### config.mk
export PLATFORM = sky130hd
export DESIGN_NAME = lsu
export DESIGN_NICKNAME = d
export VERILOG_FILES = /design/src/rtl/lsu.sv
export SDC_FILE = /design/constraint.sdc
export NUM_CORES = 1
export LEC_CHECK = 0
export BUFFER_PORTS_ARGS = -buffer_cell sky130_fd_sc_hd__buf_4
export CAP_MARGIN = 15
export CORE_MARGIN = 2
export CORE_UTILIZATION = 40
export DETAILED_ROUTE_END_ITERATION = 7
export MAX_ROUTING_LAYER = met4
export PLACE_DENSITY = 0.67
export SLEW_MARGIN = 40
export SYNTH_ARGS = -nofsm -noshare
export SYNTH_HDL_FRONTEND = slang
export SYNTH_SLANG_ARGS = --single-unit
export TNS_END_PERCENT = 30
### constraint.sdc
create_clock -name clk -period 4.27 [get_ports clk]
set_input_delay 0.854 -clock clk [delete_from_list [all_inputs] [get_ports clk]]
set_output_delay 0.854 -clock clk [all_outputs]
set_load 0.01 [all_outputs]
### src/rtl/lsu.sv
// Load/store unit: drives 8-byte-aligned data-memory beats, splits accesses that
// straddle a doubleword boundary into two beats and returns extended load data.
module lsu #(
    parameter bit ALLOW_MISALIGN = 1'b1
) (
    input  logic        clk,
    input  logic        rst,
    input  logic        req_valid,
    output logic        req_ready,
    input  logic        req_we,
    input  logic [2:0]  req_funct3,
    input  logic [63:0] req_addr,
    input  logic [63:0] req_wdata,
    output logic        resp_valid,
    output logic        resp_err,
    output logic [63:0] resp_rdata,
    output logic        rd_en,
    output logic [63:0] rd_addr,
    input  logic [63:0] rd_data,
    output logic        wr_en,
    output logic [63:0] wr_addr,
    output logic [63:0] wr_data,
    output logic [7:0]  wr_len
);

    typedef enum logic [2:0] {IDLE, RD0, RD1, WR0, WR1, RESP} state_t;

    function automatic logic [15:0] lane_mask(input logic [2:0] f3, input logic [2:0] off);
        logic [15:0] m;
        m = (16'd1 << (4'd1 << f3[1:0])) - 16'd1;
        return m << off;
    endfunction

    function automatic logic misaligned(input logic [2:0] f3, input logic [2:0] off);
        logic [2:0] nm1;
        case (f3[1:0])
            2'd0:    nm1 = 3'd0;
            2'd1:    nm1 = 3'd1;
            2'd2:    nm1 = 3'd3;
            default: nm1 = 3'd7;
        endcase
        return |(off & nm1);
    endfunction

    // hi is the second beat (zero when the access did not cross).
    function automatic logic [63:0] extend(input logic [2:0] f3, input logic [2:0] off,
                                           input logic [63:0] hi, input logic [63:0] lo);
        logic [63:0] s;
        s = 64'({hi, lo} >> {off, 3'b000});
        case (f3[1:0])
            2'd0:    return f3[2] ? {56'd0, s[7:0]}  : {{56{s[7]}},  s[7:0]};
            2'd1:    return f3[2] ? {48'd0, s[15:0]} : {{48{s[15]}}, s[15:0]};
            2'd2:    return f3[2] ? {32'd0, s[31:0]} : {{32{s[31]}}, s[31:0]};
            default: return s;
        endcase
    endfunction

    state_t      r_state;
    logic [2:0]  r_funct3;
    logic [63:0] r_addr;
    logic [63:0] r_wdata;
    logic [63:0] r_lo;
    logic        r_req_ready;
    logic        r_resp_valid;
    logic        r_resp_err;
    logic [63:0] r_resp_rdata;
    logic        r_rd_en;
    logic [63:0] r_rd_addr;
    logic        r_wr_en;
    logic [63:0] r_wr_addr;
    logic [63:0] r_wr_data;
    logic [7:0]  r_wr_len;

    logic        w_req_err;
    logic [7:0]  w_req_mlo;
    logic [63:0] w_req_a0;
    logic [2:0]  w_off;
    logic [15:0] w_mask;
    logic        w_cross;
    logic [63:0] w_a1;

    assign w_req_mlo = 8'(lane_mask(req_funct3, req_addr[2:0]));
    assign w_req_a0  = {req_addr[63:3], 3'b000};
    assign w_req_err = (req_we ? req_funct3[2] : (req_funct3 == 3'b111)) ||
                       (!ALLOW_MISALIGN && misaligned(req_funct3, req_addr[2:0]));

    assign w_off   = r_addr[2:0];
    assign w_mask  = lane_mask(r_funct3, w_off);
    assign w_cross = |w_mask[15:8];
    assign w_a1    = {r_addr[63:3], 3'b000} + 64'd8;

    always_ff @(posedge clk or negedge rst) begin
        if (!rst) begin
            r_state      <= IDLE;
            r_funct3     <= 3'd0;
            r_addr       <= 64'd0;
            r_wdata      <= 64'd0;
            r_lo         <= 64'd0;
            r_req_ready  <= 1'b0;
            r_resp_valid <= 1'b0;
            r_resp_err   <= 1'b0;
            r_resp_rdata <= 64'd0;
            r_rd_en      <= 1'b0;
            r_rd_addr    <= 64'd0;
            r_wr_en      <= 1'b0;
            r_wr_addr    <= 64'd0;
            r_wr_data    <= 64'd0;
            r_wr_len     <= 8'd0;
        end else begin
            // NOTE: these non-blocking defaults are overridden below by any later
            // assignment in the same edge, so strobes and response fields last
            // exactly one cycle without explicit clearing in every state.
            r_rd_en      <= 1'b0;
            r_rd_addr    <= 64'd0;
            r_wr_en      <= 1'b0;
            r_wr_addr    <= 64'd0;
            r_wr_data    <= 64'd0;
            r_wr_len     <= 8'd0;
            r_resp_valid <= 1'b0;
            r_resp_err   <= 1'b0;
            r_resp_rdata <= 64'd0;

            case (r_state)
                IDLE: begin
                    if (req_valid && r_req_ready) begin
                        r_funct3    <= req_funct3;
                        r_addr      <= req_addr;
                        r_wdata     <= req_wdata;
                        r_req_ready <= 1'b0;
                        if (w_req_err) begin
                            r_state      <= RESP;
                            r_resp_valid <= 1'b1;
                            r_resp_err   <= 1'b1;
                        end else if (!req_we) begin
                            r_state   <= RD0;
                            r_rd_en   <= 1'b1;
                            r_rd_addr <= w_req_a0;
                        end else begin
                            r_state   <= WR0;
                            r_wr_en   <= 1'b1;
                            r_wr_addr <= w_req_a0;
                            r_wr_data <= req_wdata << {req_addr[2:0], 3'b000};
                            r_wr_len  <= w_req_mlo;
                        end
                    end else begin
                        r_req_ready <= 1'b1;
                    end
                end
                RD0: begin
                    r_lo <= rd_data;
                    if (w_cross) begin
                        r_state   <= RD1;
                        r_rd_en   <= 1'b1;
                        r_rd_addr <= w_a1;
                    end else begin
                        r_state      <= RESP;
                        r_resp_valid <= 1'b1;
                        r_resp_rdata <= extend(r_funct3, w_off, 64'd0, rd_data);
                    end
                end
                RD1: begin
                    r_state      <= RESP;
                    r_resp_valid <= 1'b1;
                    r_resp_rdata <= extend(r_funct3, w_off, rd_data, r_lo);
                end
                WR0: begin
                    if (w_cross) begin
                        r_state   <= WR1;
                        r_wr_en   <= 1'b1;
                        r_wr_addr <= w_a1;
                        // Crossing implies off >= 1, so the shift stays below 64.
                        r_wr_data <= r_wdata >> {(4'd8 - {1'b0, w_off}), 3'b000};
                        r_wr_len  <= w_mask[15:8];
                    end else begin
                        r_state      <= RESP;
                        r_resp_valid <= 1'b1;
                    end
                end
                WR1: begin
                    r_state      <= RESP;
                    r_resp_valid <= 1'b1;
                end
                RESP: begin
                    r_state     <= IDLE;
                    r_req_ready <= 1'b1;
                end
                default: r_state <= IDLE;
            endcase
        end
    end

    assign req_ready  = r_req_ready;
    assign resp_valid = r_resp_valid;
    assign resp_err   = r_resp_err;
    assign resp_rdata = r_resp_rdata;
    assign rd_en      = r_rd_en;
    assign rd_addr    = r_rd_addr;
    assign wr_en      = r_wr_en;
    assign wr_addr    = r_wr_addr;
    assign wr_data    = r_wr_data;
    assign wr_len     = r_wr_len;

endmodule

# Word level (Yosys, flattened, before mapping)
# Index checks and enable logic that the tools add are counted.
dict set report word_totals {
  register_bits 467
  inputBits 199
  out_inout_bits 269
  elab_cells 98
}
dict set report op_classes {
  add_sub_neg 4
  n_eq_ne 9
  n_shift 10
  n_mux 52
  reduce_logical 8
}
# operator count
set ops {}
lappend ops {{64-bit two-way mux} 18}
lappend ops {{64-bit one-hot mux with 2 select lines} 4}
lappend ops {{64-bit one-hot mux with 3 select lines} 2}
lappend ops {{128-bit by 6-bit right shift with 64-bit output} 1}
lappend ops {{64-bit by 4-bit adder with 64-bit output (second input constant)} 1}
lappend ops {{64-bit by 6-bit << shifter with 64-bit output} 1}
lappend ops {{64-bit by 6-bit right shift with 64-bit output} 1}
lappend ops {{64-bit by 7-bit right shift with 64-bit output} 1}
lappend ops {{8-bit two-way mux} 4}
lappend ops {{1-bit by 4-bit << shifter with 16-bit output (first input constant)} 2}
lappend ops {{16-bit by 1-bit subtractor with 16-bit output (second input constant)} 2}
lappend ops {{8-bit one-hot mux with 2 select lines} 1}
lappend ops {{16-bit by 3-bit << shifter with 16-bit output} 1}
lappend ops {{16-bit by 3-bit << shifter with 8-bit output} 1}
lappend ops {{1-bit two-way mux} 14}
lappend ops {{3-bit one-hot mux with 4 select lines} 1}
lappend ops {{3-bit equality test (second input constant)} 3}
lappend ops {{3-bit two-way mux} 3}
lappend ops {{8-bit OR reduction} 1}
lappend ops {{1-bit by 2-bit << shifter with 4-bit output (first input constant)} 2}
lappend ops {{3-bit by 2-bit equality test with 1-bit output (second input constant)} 2}
lappend ops {{1-bit one-hot mux with 2 select lines} 3}
lappend ops {{2-bit OR reduction} 2}
lappend ops {{4-bit by 3-bit subtractor with 4-bit output (first input constant)} 1}
lappend ops {{other kinds (11)} 11}

# Depth between registers and ports, before layout
dict set report logic_depth {
  depth_word 8
  ltp_mapped 14
}

# Worst setup path before layout
# No wires, ideal clock.
dict set report synth_path {
  path_type {register to register}
  from {reg r_funct3[1]}
  to {reg r_resp_rdata[32], in the netlist resp_rdata[32]}
  setup_time_ps 128
  arrival_time_ps 2944
  path_slack_ps 1198
  stages_incl_launch_ff 14
  n_path_buf 6
  path_cell_list {dfrtp_1 -> clkbuf_1 -> clkbuf_1 -> nor2_1 -> clkbuf_1 -> ha_1 -> a311o_1 -> o211a_1 -> buf_2 -> and2_1 -> buf_2 -> clkbuf_1 -> a31oi_1 -> o22ai_2}
}
dict set report synth_via {
  elab_chain_len 7
  elab_cells_between_ends 12
}
# item line
set synth_lines {}
lappend synth_lines {{start: declaration} 59} ;# logic [2:0] r_funct3;
lappend synth_lines {{start signal: assignment} 126} ;# r_funct3 <= req_funct3;
lappend synth_lines {{1-bit by 2-bit << shifter with 4-bit output} 30} ;# m = (16'd1 << (4'd1 << f3[1:0])) - 16'd1;
lappend synth_lines {{1-bit by 4-bit << shifter with 16-bit output} 30}
lappend synth_lines {{16-bit by 1-bit subtractor with 16-bit output} 30}
lappend synth_lines {{16-bit by 3-bit << shifter with 16-bit output} 31} ;# return m << off;
lappend synth_lines {{8-bit OR reduction} 89} ;# assign w_cross = |w_mask[15:8];
lappend synth_lines {{64-bit two-way mux} 151} ;# if (w_cross) begin
lappend synth_lines {{64-bit one-hot mux with 2 select lines (*)} 123} ;# case (r_state)
lappend synth_lines {{end signal: assignment} 158} ;# r_resp_rdata <= extend(r_funct3, w_off, 64'd0, rd_data);
lappend synth_lines {{end signal: assignment} 164} ;# r_resp_rdata <= extend(r_funct3, w_off, rd_data, r_lo);
lappend synth_lines {{end: declaration} 66} ;# logic [63:0] r_resp_rdata;
# Mark *: on every way between the ends. The rest lies on a longest branch, timed or not.
# A chain may end at the register's enable or synchronous reset.

# Final worst setup path
dict set report layout_path {
  from {reg r_addr[0]}
  to {reg r_resp_rdata[59], in the netlist resp_rdata[59]}
}
dict set report layout_via {
  elab_chain_len 5
  elab_cells_between_ends 14
}
# item line
set layout_lines {}
lappend layout_lines {{start: declaration} 60} ;# logic [63:0] r_addr;
lappend layout_lines {{start signal: assignment} 127} ;# r_addr <= req_addr;
lappend layout_lines {{64-bit by 6-bit right shift with 64-bit output} 49} ;# s = 64'({hi, lo} >> {off, 3'b000});
lappend layout_lines {{64-bit two-way mux, on equally long branches} {53, 51, 52}}
lappend layout_lines {{64-bit one-hot mux with 3 select lines} 50} ;# case (f3[1:0])
lappend layout_lines {{64-bit two-way mux} 151}
lappend layout_lines {{64-bit one-hot mux with 2 select lines (*)} 123}
# Marks and branches as above.

==> reports/summary.txt <==
First-pass DRT Iterations: 6
Cell Count, Final, Fillers Out: 3,976
CP Launch Type: register
Port Buffers: 461
CTS Hold Bufs: 0
Max cap viols: 0
Mean post-synth cell area: 9.375 um2
Die height: 256.8 um
Switching share of power: 0.4222
Total congestion overflow: 0
Reg2Reg Setup Slack: 0.98 ns
First-pass GRT wire length: 141,500 um
Setup-failing EPs final: 0
Layout Nets: 3,284
CP cell instances: mux2i_1 -> mux4_2 -> or4_1 -> a41o_1 -> buf_4 -> o21ai_0 -> a32o_1
Top cells by area, synth: dfrtp_1 (45%), nand2_1 (9.8%), mux2i_1 (8.1%)
Sum Neg Setup Slack: 0 ns
VDD IR max: 0.4784 mV
Clk_lat worst skew: 0.63 ns
DRC errors left: 0
DR iter-0 viols: 2,350
Max FO, Critical Path: 43
Library cells used by synthesis: 61
Vias post-DR: 22,910
Die area: 65,930 um2
CP max stage delay: 0.82 ns
Clock share of power: 0.215
Number of flops mapped to enable cells by yosys: 0
TritonCTS Sinks: 461
Crit. End Element: register
P_leak: 14.84 nW
CP bufs+invs: 1
Cell accounting for the most synthesized area: dfrtp_1
WL/cell: 23.37 um
All-Layer GR Usage: 0.2847
P_int: 13.07 mW
CTS tree: built
Reg2reg end: resp_rdata[59]
Reg2reg start: r_addr[0]
WS Path Type: reg -> reg
Num CTS Buffers: 53
Vias in the first global route: 22,400
Core area: 63,080 um2
Combinational share of power: 0.480
Worst reg2reg path depth: 7
PD cells: 714.2 nW/um2
Reg power frac: 0.306
Number of post-CTS setup repair buffers: 0
Fin. Hold Viols: 0
Initial antenna violation count: 4
Synth Register Bits: 461
Slew Limit Fails: 0
H-tree levels: 2
Worst hold slack: 0.1652 ns
Fin crit share: 0.7700
Largest delay share family, worst path: flip-flops
Most instantiated cells after synthesis: nand2_1 (667), dfrtp_1 (461), mux2i_1 (206)
Initial core utilization: 0.4051
Routed Antenna Nets: 0
Sequential area share after synthesis: 0.4514
Yosys warning count: 0
Mapped Area: 25,560 um2
# resized after CTS: 0
Min cycle time layout: 3.288 ns
Relative slew slack: 0.4087
Area after DPL: 29,790 um2
GP Congestion: 0.9604
Count leader, synth: nand2_1
Worst slew pin tran: 0.8868 ns
Worst EP required: 4.80 ns
Die extent in x: 256.8 um
DP HPWL: 66,340 um
Clock buffer depth: 3
Filler Cell Count: 5,922
Layout cells sized above 1: 0.2598
IO Count: 468
Cell row count: 92
P_sw: 9.551 mW
Status: finished clean
Maximum clock rate: 304.1 MHz
Post-synth top area share: 0.4514
Placed instance count: 3,872
Syn Inst Count: 2,726
Reg clk slew, reported paths: 0.06 ns
Critical-path top delay cell: dfrtp_4
Asr flop ratio synth: 1.000
Final worst slack: 0.9820 ns
Pre-CTS setup slack: 0.9996 ns
Root buffer cell: clkbuf_16
Total power: 22.62 mW
Layout Utilization: 0.5021
Finished Cell Area: 31,670 um2
RSZ-0062 raised after global routing: no
Avg Vias per Cell: 5.761
Largest net degree at the start of global routing: 95
DRT Wirelength: 92,940 um
WP data arrival: 3.82 ns
Skew final: 0.03674 ns
Ys flop type: dfrtp_1
Worst Hold Class: in -> async
Area growth from synthesis to layout: 23.94%
registers in the layout, summed over array words and instances, names as in the netlist:
name	flops
wr_len	8
wr_addr	61
r_funct3	3
r_addr	64
resp_err	1
req_ready	1
r_state	3
rd_en	1
rd_addr	61
r_wdata	64
r_lo	64
wr_data	64
wr_en	1
resp_valid	1
resp_rdata	64
how the worst max path moves through the flow:
| stage | to | slack [ns] | start | cells past startpoint |
|---|---|---|---|---|
| 2_1_floorplan | resp_rdata[32] | 1.20 | r_funct3[1] | 13 |
| 3_3_place_gp | resp_rdata[52] | 1.08 | r_addr[0] | 7 |
| 3_5_place_dp | resp_rdata[35] | 1.0 | r_addr[0] | 7 |
| 4_1_cts | resp_rdata[35] | 1.01 | r_addr[0] | 7 |
| 5_1_grt | wr_data[5] | 0.80 | r_addr[0] | 9 |
| 6_report | resp_rdata[59] | 0.98 | r_addr[0] | 7 |
area by class of cell:
| cell class | count | area, um2 | area share |
|---|---|---|---|
| antenna | 5 | 12.51 | 0.0003950 |
| sequential | 461 | 11540 | 0.3645 |
| inverter | 19 | 73.82 | 0.002331 |
| multi-input combinational | 2028 | 13090 | 0.4133 |
| clock buffer | 78 | 1572 | 0.04961 |
| clock inverter | 21 | 287.8 | 0.009086 |
| tap | 846 | 1059 | 0.03342 |
| timing repair buffer | 518 | 4035 | 0.1274 |
power by group through the flow:
| stage | registers, mW | logic [mW] | clock network (mW) |
|---|---|---|---|
| 4_1_cts | 6.88 | 10.7 | 4.92 |
| 3_3_place_gp | 6.92 | 10.6 | 0 |
| 3_5_place_dp | 6.94 | 10.7 | 0 |
| 6_report | 6.91 | 10.9 | 4.85 |
| 5_1_grt | 7.07 | 11.8 | 5.10 |
| 2_1_floorplan | 6.57 | 7.67 | 0 |
metal layers:
metal  GRT usage  share of wire  vias up
li1            -              -    10350
met1      0.3791           0.42    11330
met2      0.4416           0.47     1046
met3     0.05526          0.083      174
met4     0.08366          0.030        0
met5           -              0        -
cells by family (layout without fill, tap and decap cells):
group | Yosys count | count (layout) | share of synthesized area
AOI/OAI and AO/OA | 607 | 607 | 0.1468
xor gates and xnor gates | 60 | 60 | 0.02056
adders and majority gates | 4 | 4 | 0.001958
buffers and inverters | 242 | 636 | 0.04019
DFF | 461 | 461 | 0.4514
muxes | 373 | 373 | 0.1785
other | 1 | 11 | 0.0001467
and+or+nand+nor | 978 | 978 | 0.1604
cell usage in the layout (no fill, tap or decap), drive strengths merged, types with 21 or more instances in the layout:
master,n
o21ai,199
xnor2,36
a31oi,24
nand2,667
nor3,29
buf,518
a22o,21
a21oi,124
mux2i,206
xor2,24
nor2,118
dfrtp,461
mux2,112
mux4,55
o22ai,103
nand3,32
clkbuf,78
a211oi,28
nor2b,29
(Power assumes the default switching activity.)
